## src/rtl/axi_rd_arbiter.sv

```systemverilog
// Round-robin arbiter sharing one AXI read master port (AR + R) among NUM_REQ requesters.
// One burst in flight at a time; the beat count of each burst is checked against its ARLEN.
module axi_rd_arbiter #(
  parameter int unsigned NUM_REQ      = 2,
  parameter int unsigned AWID_WIDTH   = 4,
  parameter int unsigned AWADDR_WIDTH = 32,
  parameter int unsigned WDATA_WIDTH  = 64
) (
  input  logic                              ACLK,
  input  logic                              ARESETn,
  input  logic [NUM_REQ*AWID_WIDTH-1:0]     S_ARID,
  input  logic [NUM_REQ*AWADDR_WIDTH-1:0]   S_ARADDR,
  input  logic [NUM_REQ*8-1:0]              S_ARLEN,
  input  logic [NUM_REQ*3-1:0]              S_ARSIZE,
  input  logic [NUM_REQ*2-1:0]              S_ARBURST,
  input  logic [NUM_REQ*4-1:0]              S_ARREGION,
  input  logic [NUM_REQ-1:0]                S_ARVALID,
  output logic [NUM_REQ-1:0]                S_ARREADY,
  output logic [NUM_REQ*AWID_WIDTH-1:0]     S_RID,
  output logic [NUM_REQ*WDATA_WIDTH-1:0]    S_RDATA,
  output logic [NUM_REQ*2-1:0]              S_RRESP,
  output logic [NUM_REQ-1:0]                S_RLAST,
  output logic [NUM_REQ-1:0]                S_RVALID,
  input  logic [NUM_REQ-1:0]                S_RREADY,
  output logic [AWID_WIDTH-1:0]             M_ARID,
  output logic [AWADDR_WIDTH-1:0]           M_ARADDR,
  output logic [7:0]                        M_ARLEN,
  output logic [2:0]                        M_ARSIZE,
  output logic [1:0]                        M_ARBURST,
  output logic [3:0]                        M_ARREGION,
  output logic                              M_ARVALID,
  input  logic                              M_ARREADY,
  input  logic [AWID_WIDTH-1:0]             M_RID,
  input  logic [WDATA_WIDTH-1:0]            M_RDATA,
  input  logic [1:0]                        M_RRESP,
  input  logic                              M_RLAST,
  input  logic                              M_RVALID,
  output logic                              M_RREADY,
  output logic [NUM_REQ-1:0]                gnt,
  output logic                              len_err
);

  localparam int unsigned IdxW = $clog2(NUM_REQ);

  typedef enum logic [1:0] {StIdle, StAddr, StData} state_e;

  state_e             state_q, state_d;
  logic [NUM_REQ-1:0] gnt_q, gnt_d;
  logic [IdxW-1:0]    rr_ptr_q, rr_ptr_d;
  logic [7:0]         beat_cnt_q, beat_cnt_d;
  logic               len_err_q, len_err_d;
  logic [IdxW-1:0]    gnt_idx, pick_idx;
  logic               pick_valid;
  logic               ar_hs, r_hs;

  assign gnt     = gnt_q;
  assign len_err = len_err_q;

  always_comb begin
    gnt_idx = '0;
    for (int unsigned i = 0; i < NUM_REQ; i++) begin
      if (gnt_q[i]) gnt_idx = IdxW'(i);
    end
  end

  // Scan starts just past the last owner, so the requester just served ranks lowest.
  always_comb begin : p_arb
    int unsigned cand;
    pick_valid = 1'b0;
    pick_idx   = '0;
    cand       = 0;
    for (int unsigned k = 1; k <= NUM_REQ; k++) begin
      cand = (32'(rr_ptr_q) + k) % NUM_REQ;
      if (!pick_valid && S_ARVALID[cand[IdxW-1:0]]) begin
        pick_valid = 1'b1;
        pick_idx   = cand[IdxW-1:0];
      end
    end
  end

  always_comb begin
    state_d    = state_q;
    gnt_d      = gnt_q;
    rr_ptr_d   = rr_ptr_q;
    beat_cnt_d = beat_cnt_q;
    len_err_d  = len_err_q;
    M_ARID     = '0;
    M_ARADDR   = '0;
    M_ARLEN    = '0;
    M_ARSIZE   = '0;
    M_ARBURST  = '0;
    M_ARREGION = '0;
    M_ARVALID  = 1'b0;
    M_RREADY   = 1'b0;
    S_ARREADY  = '0;
    S_RID      = '0;
    S_RDATA    = '0;
    S_RRESP    = '0;
    S_RLAST    = '0;
    S_RVALID   = '0;
    ar_hs      = 1'b0;
    r_hs       = 1'b0;

    unique case (state_q)
      StIdle: begin
        if (pick_valid) begin
          gnt_d           = '0;
          gnt_d[pick_idx] = 1'b1;
          state_d         = StAddr;
        end
      end
      StAddr: begin
        M_ARID             = S_ARID[gnt_idx*AWID_WIDTH +: AWID_WIDTH];
        M_ARADDR           = S_ARADDR[gnt_idx*AWADDR_WIDTH +: AWADDR_WIDTH];
        M_ARLEN            = S_ARLEN[gnt_idx*8 +: 8];
        M_ARSIZE           = S_ARSIZE[gnt_idx*3 +: 3];
        M_ARBURST          = S_ARBURST[gnt_idx*2 +: 2];
        M_ARREGION         = S_ARREGION[gnt_idx*4 +: 4];
        M_ARVALID          = S_ARVALID[gnt_idx];
        S_ARREADY[gnt_idx] = M_ARREADY;
        ar_hs              = M_ARVALID && M_ARREADY;
        if (ar_hs) begin
          beat_cnt_d = S_ARLEN[gnt_idx*8 +: 8];
          state_d    = StData;
        end
      end
      StData: begin
        S_RVALID[gnt_idx]                              = M_RVALID;
        S_RID[gnt_idx*AWID_WIDTH +: AWID_WIDTH]        = M_RID;
        S_RDATA[gnt_idx*WDATA_WIDTH +: WDATA_WIDTH]    = M_RDATA;
        S_RRESP[gnt_idx*2 +: 2]                        = M_RRESP;
        S_RLAST[gnt_idx]                               = M_RLAST;
        M_RREADY                                       = S_RREADY[gnt_idx];
        r_hs                                           = M_RVALID && M_RREADY;
        if (r_hs) begin
          if (beat_cnt_q != 8'd0) beat_cnt_d = beat_cnt_q - 8'd1;
          // Early RLAST or a beat past ARLEN; the grant still follows RLAST only.
          if (M_RLAST ? (beat_cnt_q != 8'd0) : (beat_cnt_q == 8'd0)) len_err_d = 1'b1;
          if (M_RLAST) begin
            rr_ptr_d = gnt_idx;
            gnt_d    = '0;
            state_d  = StIdle;
          end
        end
      end
      default: state_d = StIdle;
    endcase
  end

  always_ff @(posedge ACLK or negedge ARESETn) begin
    if (!ARESETn) begin
      state_q    <= StIdle;
      gnt_q      <= '0;
      rr_ptr_q   <= IdxW'(NUM_REQ - 1);
      beat_cnt_q <= 8'd0;
      len_err_q  <= 1'b0;
    end else begin
      state_q    <= state_d;
      gnt_q      <= gnt_d;
      rr_ptr_q   <= rr_ptr_d;
      beat_cnt_q <= beat_cnt_d;
      len_err_q  <= len_err_d;
    end
  end

endmodule

```

## config.mk

```make
export PLATFORM = sky130hd
export DESIGN_NAME = axi_rd_arbiter
export DESIGN_NICKNAME = d
export VERILOG_FILES = /design/src/rtl/axi_rd_arbiter.sv
export SDC_FILE = /design/constraint.sdc
export NUM_CORES = 1
export LEC_CHECK = 0
export CAP_MARGIN = 0
export CORE_AREA = 2 2 149 151
export CTS_CLUSTER_SIZE = 25
export DETAILED_ROUTE_END_ITERATION = 8
export DIE_AREA = 0 0 151 153
export SYNTH_ARGS = -nofsm -noshare
export SYNTH_HDL_FRONTEND = slang
export SYNTH_SLANG_ARGS = --single-unit
```

## constraint.sdc

```tcl
create_clock -name ACLK -period 1.8 [get_ports ACLK]
set_clock_uncertainty 0.1 [all_clocks]
set_input_delay 0.27 -clock ACLK [delete_from_list [all_inputs] [get_ports ACLK]]
set_output_delay 0.27 -clock ACLK [all_outputs]
set_load 0.05 [all_outputs]
```

==> results of run 1 <==
worst max-delay path, cell delays in order (launching register included):
cell	delay, ns
dfrtp_4	0.49
buf_8	0.15
buf_12	0.13
mux2_4	0.31
and2_4	0.17
buf_12	0.14
power breakdown:
part           total [mW]  leakage, nW  internal (mW)  switching (mW)
clock network       0.487       0.0442          0.338           0.149
logic                14.4         4.27           7.10            7.34
registers           0.683        0.163          0.490           0.192
metal layers:
layer / vias up / global-route usage
met5: - / 0
met2: 158 / 0.306
met1: 2188 / 0.203
li1: 2222 / -
met3: 21 / 0.0287
met4: 0 / 0.0218
placed cells by master (no fill, tap or decap), drive strengths merged, types with 2 or more instances in the layout:
master	count
buf	267
clkdlybuf4s50	184
and3	79
and2	74
nor2	65
mux2i	54
dfrtp	13
clkbuf	11
nand2	9
o211ai	6
nand3	6
a31oi	5
nand2b	4
nor3	3
mux2	3
o21ai	3
nor4	3
a21oi	3
inv	2
a22oi	2
a21o	2
ha	2
nor2b	2
a311oi	2
state kept, by name, summed over array words and instances, names as in the netlist:
register	cells
len_err	1
state_q	2
gnt	2
beat_cnt_q	8
rr_ptr_q	1
worst max-delay path by stage:
stage | startpoint | endpoint | slack, ns | cells past startpoint
5_1_grt | gnt[1] | M_ARVALID | -0.25 | 5
4_1_cts | gnt[1] | M_ARVALID | -0.20 | 5
3_5_place_dp | S_RREADY[1] | beat_cnt_q[6] | -0.03 | 5
6_report | gnt[1] | M_ARVALID | -0.22 | 5
3_3_place_gp | S_RREADY[0] | beat_cnt_q[2] | -0.0003 | 5
2_1_floorplan | state_q[1] | M_ARLEN[1] | -0.21 | 4
cell type report:
| type | count | area (µm²) | share of cell area |
|---|---|---|---|
| flip-flops and latches | 14 | 357 | 0.0319 |
| well taps | 280 | 350 | 0.0313 |
| clock buffers | 4 | 88.8 | 0.00793 |
| repair buffers | 459 | 6980 | 0.624 |
| inverters | 2 | 7.51 | 0.000671 |
| multi-input cells | 335 | 3410 | 0.305 |
logic make-up (layout without fill, tap and decap cells):
logic type,after synthesis,count (layout),share of synthesized area
AND/OR/NAND/NOR,247,248,0.502
buffers and inverters,43,465,0.0715
multiplexers,57,57,0.210
XOR/XNOR,1,1,0.00317
adder cells (fa/ha/maj),2,2,0.00905
AO/OA/AOI/OAI,27,27,0.0769
flip-flops,14,14,0.127
timing repair:
item                       CTS  global route
setup endpoints to repair  201           210
pin swaps                   18            37
gates resized for setup    157           110
cloned                      10             7
hold buffers                 0             0
setup buffers               16             4
==> run_results.csv, run 1 <==
group,metric,value,unit
outcome,status,"complete, but fails checks",
outcome,violations,"negative setup slack",
detailed_routing,final_antenna_net_count,0,
timing,fin_crit,2.02,ns
detailed_routing,routed_len_inst,19.3,µm
power_and_ir_drop,power-per-cell-area,1390,nW/µm²
timing,timing.final.hold_violations,0,
detailed_routing,initialDrtViolationCount,107,
timing,timing.fmax,495,MHz
detailed_routing,vias,4589,
logic_synthesis,synth.avg_cell_area,7.07,µm²
detailed_routing,met3_routed_wl,983,µm
min_path,min-delay-path-class,"in2async",
timing,setup_viol,211,
floorplan,die_height,153,µm
grt,grt.overflow.total,0,
final_layout,layout_cell_share_with_drive_strength_beyond_1,0.661,
detailed_routing,maxUsedRoutingLayer,"met4",
place,placer_s_final_routability_congestion_estimate,0.819,
timing,final_min_period_over_clock_period,1.12,
timing,worst_slack,-0.219,ns
logic_synthesis,yosysSeqAreaShare,0.127,
critical_path,timing.setup.critical_path_class,"reg2out",
timing,grt_setup_unrepaired,"yes",
detailed_routing,drc,0,
critical_path,cp_data_required_time,1.43,ns
timing,final.setup.tns,-32.42,ns
clocking,max-clock-path-buffers,2,
final_layout,fin_cells,1094,
detailed_routing,wirelength,21200,µm
logic_synthesis,synth.ff_latch_count,14,
logic_synthesis,ys_types,43,
floorplan,std_cell_core_area,21500,µm²
power_and_ir_drop,power.leakage,4.48,nW
clocking,cts_max_level,1,
detailed_routing,drt-pass1-iter-count,4,
critical_path,timing.critical_path.arrival,1.65,ns
clocking,clkLatencyLatePin,0.25,ns
logic_synthesis,netlist.area_leader.share,0.195,
timing,fin_worst_hold_slack,0.241,ns
floorplan,placementRows,54,
logic_synthesis,ys_async_sr_fraction,1.00,
detailed_routing,dr_wl_met2,11600,µm
final_layout,antennaDiodeCount,0,
logic_synthesis,netlist_instances,391,
critical_path,worst_r2r_startpoint,"gnt[1]",
clocking,cts_tree,"done",
floorplan,die_x,151,µm
timing,timing_worst_slew_pin_value,0.379,ns
critical_path,path_max_fanout,4,
critical_path,timing.critical_path.to_type,"primary output",
clocking,clk_root_buffer_cell,"clkbuf_16",
power_and_ir_drop,total_power,15.6,mW
grt,first_global_vias,4722,
final_layout,post-route-util,0.521,
clocking,clock_sink_count,14,
clocking,path_clk_slew,0.05,ns
power_and_ir_drop,peakVddDrop,0.945,mV
detailed_routing,post_drt_via_cell_ratio,4.19,
place,placement.io_buffers,388,
floorplan,boundaryPins,389,
logic_synthesis,edff_count_synth,0,
grt,wire_length_of_the_first_global_routing_pass,29300,µm
logic_synthesis,synth.cell_area,2770,µm²
critical_path,timing.reg2reg.worst_path_depth,7,
logic_synthesis,synth_warn,0,
critical_path,critical_path.reg2reg.endpoint,"beat_cnt_q[6]",
place,pre_cts_ws,-0.0271,ns
logic_synthesis,synth_largest_area_cell,"mux2i_1",
logic_synthesis,synth_common_cells,"and3_1 (77), and2_1 (74), nor2_1 (64)",
logic_synthesis,synth_ff_type,"dfrtp_1",
logic_synthesis,synth_fp_nets,578,
floorplan,effective_utilization_at_floorplan,0.129,
final_layout,final_design_area_no_fill,11200,µm²
run,maxCapViolations,0,
place,placed_cell_area,9460,µm²
grt,overall_track_demand_over_capacity_in_global_routing,0.165,
final_layout,num-fill-cells,1842,
timing,final_max_slew_viol_count,0,
floorplan,fp.dieArea,23100,µm²
logic_synthesis,synth.most_common_cell,"and3_1",
final_layout,layout-area-overhead-vs-synth,305,%
grt,antenna_found_initial,0,
critical_path,worst_setup_path_start_kind,"flip-flop",
timing,relSlewSlack,0.740,
logic_synthesis,netlist_top_cells_area,"mux2i_1 (20%), and3_1 (17%), and2_1 (17%)",
final_layout,fin_nets,1002,
detailed_routing,drt-met1-wl,8350,µm
grt,pin_count_of_the_biggest_net_entering_global_routing,33,
place,post-place-cells,1055,
place,place.detailed.hpwl,15200,µm
clocking,numCtsBuffers,3,
critical_path,regToRegSetupSlack,-0.18,ns
(Power assumes the default switching activity.)
==> run 2: changes to the inputs <==
MAX_ROUTING_LAYER = met4   (was not set)
TNS_END_PERCENT = 5   (was not set)
==> run_results.csv, run 2 (synthesized netlist as in run 1, its figures left out) <==
group,metric,value,unit
floorplan,std_cell_core_area,21500,µm²
place,pre_cts_ws,-0.0500,ns
clocking,clock_sink_count,14,
detailed_routing,drt-pass1-iter-count,4,
critical_path,cpMostUsedCell,"buf_12",
outcome,violations,"negative setup slack",
critical_path,critical_path.reg2reg.endpoint,"beat_cnt_q[6]",
clocking,clk_root_buffer_cell,"clkbuf_16",
min_path,min-delay-path-class,"in2async",
power_and_ir_drop,cellInternalPower,6.74,mW
power_and_ir_drop,clock_power_share,0.035,
detailed_routing,vias,4471,
critical_path,worst_r2r_startpoint,"gnt[1]",
detailed_routing,post_drt_via_cell_ratio,4.16,
detailed_routing,routed_len_inst,18.9,µm
final_layout,layout_cell_share_with_drive_strength_beyond_1,0.568,
timing,final_min_period_over_clock_period,1.11,
grt,pin_count_of_the_biggest_net_entering_global_routing,71,
timing,grt_setup_unrepaired,"yes",
critical_path,max_stage_delay,0.56,ns
clocking,path_clk_slew,0.05,ns
grt,wire_length_of_the_first_global_routing_pass,28400,µm
final_layout,final_design_area_no_fill,10200,µm²
timing,final_max_slew_viol_count,0,
floorplan,die_height,153,µm
critical_path,timing.critical_path.to_type,"primary output",
timing,relSlewSlack,0.751,
final_layout,fin_cells,1076,
timing,setup_viol,206,
outcome,status,"complete, but fails checks",
place,placed_cell_area,9240,µm²
power_and_ir_drop,switching_share,0.512,
place,post-place-cells,1052,
detailed_routing,initialDrtViolationCount,112,
critical_path,critical_path_buf_inv_count,2,
detailed_routing,drc,0,
power_and_ir_drop,sequentialPowerShare,0.053,
critical_path,timing.reg2reg.worst_path_depth,5,
power_and_ir_drop,share_comb_of_total_power,0.912,
critical_path,cp_data_required_time,1.43,ns
floorplan,boundaryPins,389,
clocking,cts_max_level,1,
critical_path,path_max_fanout,7,
final_layout,largest-register,"beat_cnt_q",
power_and_ir_drop,peakVddDrop,0.736,mV
run,maxCapViolations,0,
detailed_routing,final_antenna_net_count,0,
critical_path,worst_setup_path_start_kind,"flip-flop",
clocking,clkLatencyLatePin,0.25,ns
final_layout,post-route-util,0.476,
power_and_ir_drop,power.switching,7.07,mW
critical_path,regToRegSetupSlack,-0.08,ns
power_and_ir_drop,total_power,13.8,mW
floorplan,die_x,151,µm
detailed_routing,wirelength,20300,µm
critical_path,timing.setup.critical_path_class,"reg2out",
floorplan,effective_utilization_at_floorplan,0.129,
floorplan,placementRows,54,
clocking,max-clock-path-buffers,2,
timing,fin_crit,2.00,ns
critical_path,timing.critical_path.arrival,1.63,ns
clocking,numCtsBuffers,3,
timing,worst_slack,-0.202,ns
critical_path,crit_path_cell_trace,"buf_12 > mux2_4 > and2_4 > buf_12",
clocking,holdBufCountCts,0,
final_layout,layout.cells.most_common,"buf_12",
floorplan,fp.dieArea,23100,µm²
place,place.detailed.hpwl,15700,µm
grt,antenna_found_initial,1,
timing,timing.fmax,499,MHz
grt,grt.overflow.total,0,
grt,first_global_vias,4551,
final_layout,layout-area-overhead-vs-synth,270,%
power_and_ir_drop,power-per-cell-area,1350,nW/µm²
power_and_ir_drop,power.leakage,4.24,nW
grt,overall_track_demand_over_capacity_in_global_routing,0.165,
final_layout,antennaDiodeCount,0,
final_layout,largest_reg_flops,8,
critical_path,worst_path_max_delay_cell,"dfrtp_4",
place,placer_s_final_routability_congestion_estimate,0.816,
final_layout,layout.cells.most_common_list,"buf_12 (203), clkdlybuf4s50_1 (184), and3_4 (63)",
final_layout,fin_nets,984,
timing,timing.final.hold_violations,0,
critical_path,critical_path.top_delay_family,"flip-flops",
clocking,cts_tree,"done",
timing,timing_worst_slew_pin_value,0.372,ns
place,placement.io_buffers,388,
==> run 2: cell count changes in the layout (fill, tap and decap cells not counted), moves of 6 or more <==
cell	change
and2_4	-16
nor2_4	-30
buf_4	+10
buf_16	-6
mux2i_2	-9
buf_8	-6
buf_12	-7
and2_2	-14
nor2_2	+25
mux2i_1	+31
mux2i_4	-22
and3_4	+15
and3_2	-16
and2_1	+30
==> run 2: cell type report <==
type	count	area, µm²
fillers	1943	11300
flip-flops and latches	14	357
repair buffers	442	6500
clock buffers	4	88.8
multi-input cells	334	2930
well taps	280	350
inverters	2	7.51
==> run 2: how the worst max path moves through the flow <==
| stage | from | to | slack [ns] | depth (start not counted) |
|---|---|---|---|---|
| after floorplan | state_q[1] | M_ARLEN[1] | -0.21 | 4 |
| after global placement | gnt[1] | M_ARLEN[1] | -0.05 | 5 |
| after detailed placement | state_q[0] | beat_cnt_q[1] | -0.05 | 6 |
| after CTS | gnt[1] | M_ARLEN[5] | -0.20 | 4 |
| after global routing | state_q[0] | S_RDATA[120] | -0.25 | 6 |
| final | gnt[1] | M_RREADY | -0.20 | 4 |
==> run 2: stage by stage <==
stage / setup TNS (ns) / hold WS (ns)
6_report: -25.90 / 0.244
5_1_grt: -39.13 / 0.275
4_1_cts: -27.90 / 0.252
3_5_place_dp: -0.139 / 0.371
3_3_place_gp: -0.0506 / 0.351
2_1_floorplan: -13.22 / -0.126
==> run 2: power groups by stage <==
stage	sequential (mW)	combinational [mW]	clock, mW
after floorplan	0.696	5.91	0
after global placement	0.715	11.4	0
after detailed placement	0.725	11.5	0
after CTS	0.710	12.0	0.479
after global routing	0.768	13.1	0.501
final	0.731	12.6	0.482
==> run 2: metal layers <==
layer | global-route usage | up-vias | part of all wire
met2 | 0.285 | 150 | 0.53
li1 | - | 2173 | -
met5 | - | - | 0
met4 | 0.0138 | 0 | 0.0089
met1 | 0.214 | 2134 | 0.41
met3 | 0.0203 | 14 | 0.046
==> run 2: repair_timing <==
item / 4_1_cts / 5_1_grt
buffers inserted: 7 / 7
gates cloned: 3 / 3
endpoints found under the setup margin: 202 / 211
endpoints found under the hold margin: 0 / 0
gates resized for setup: 55 / 101
pin swaps: 25 / 46
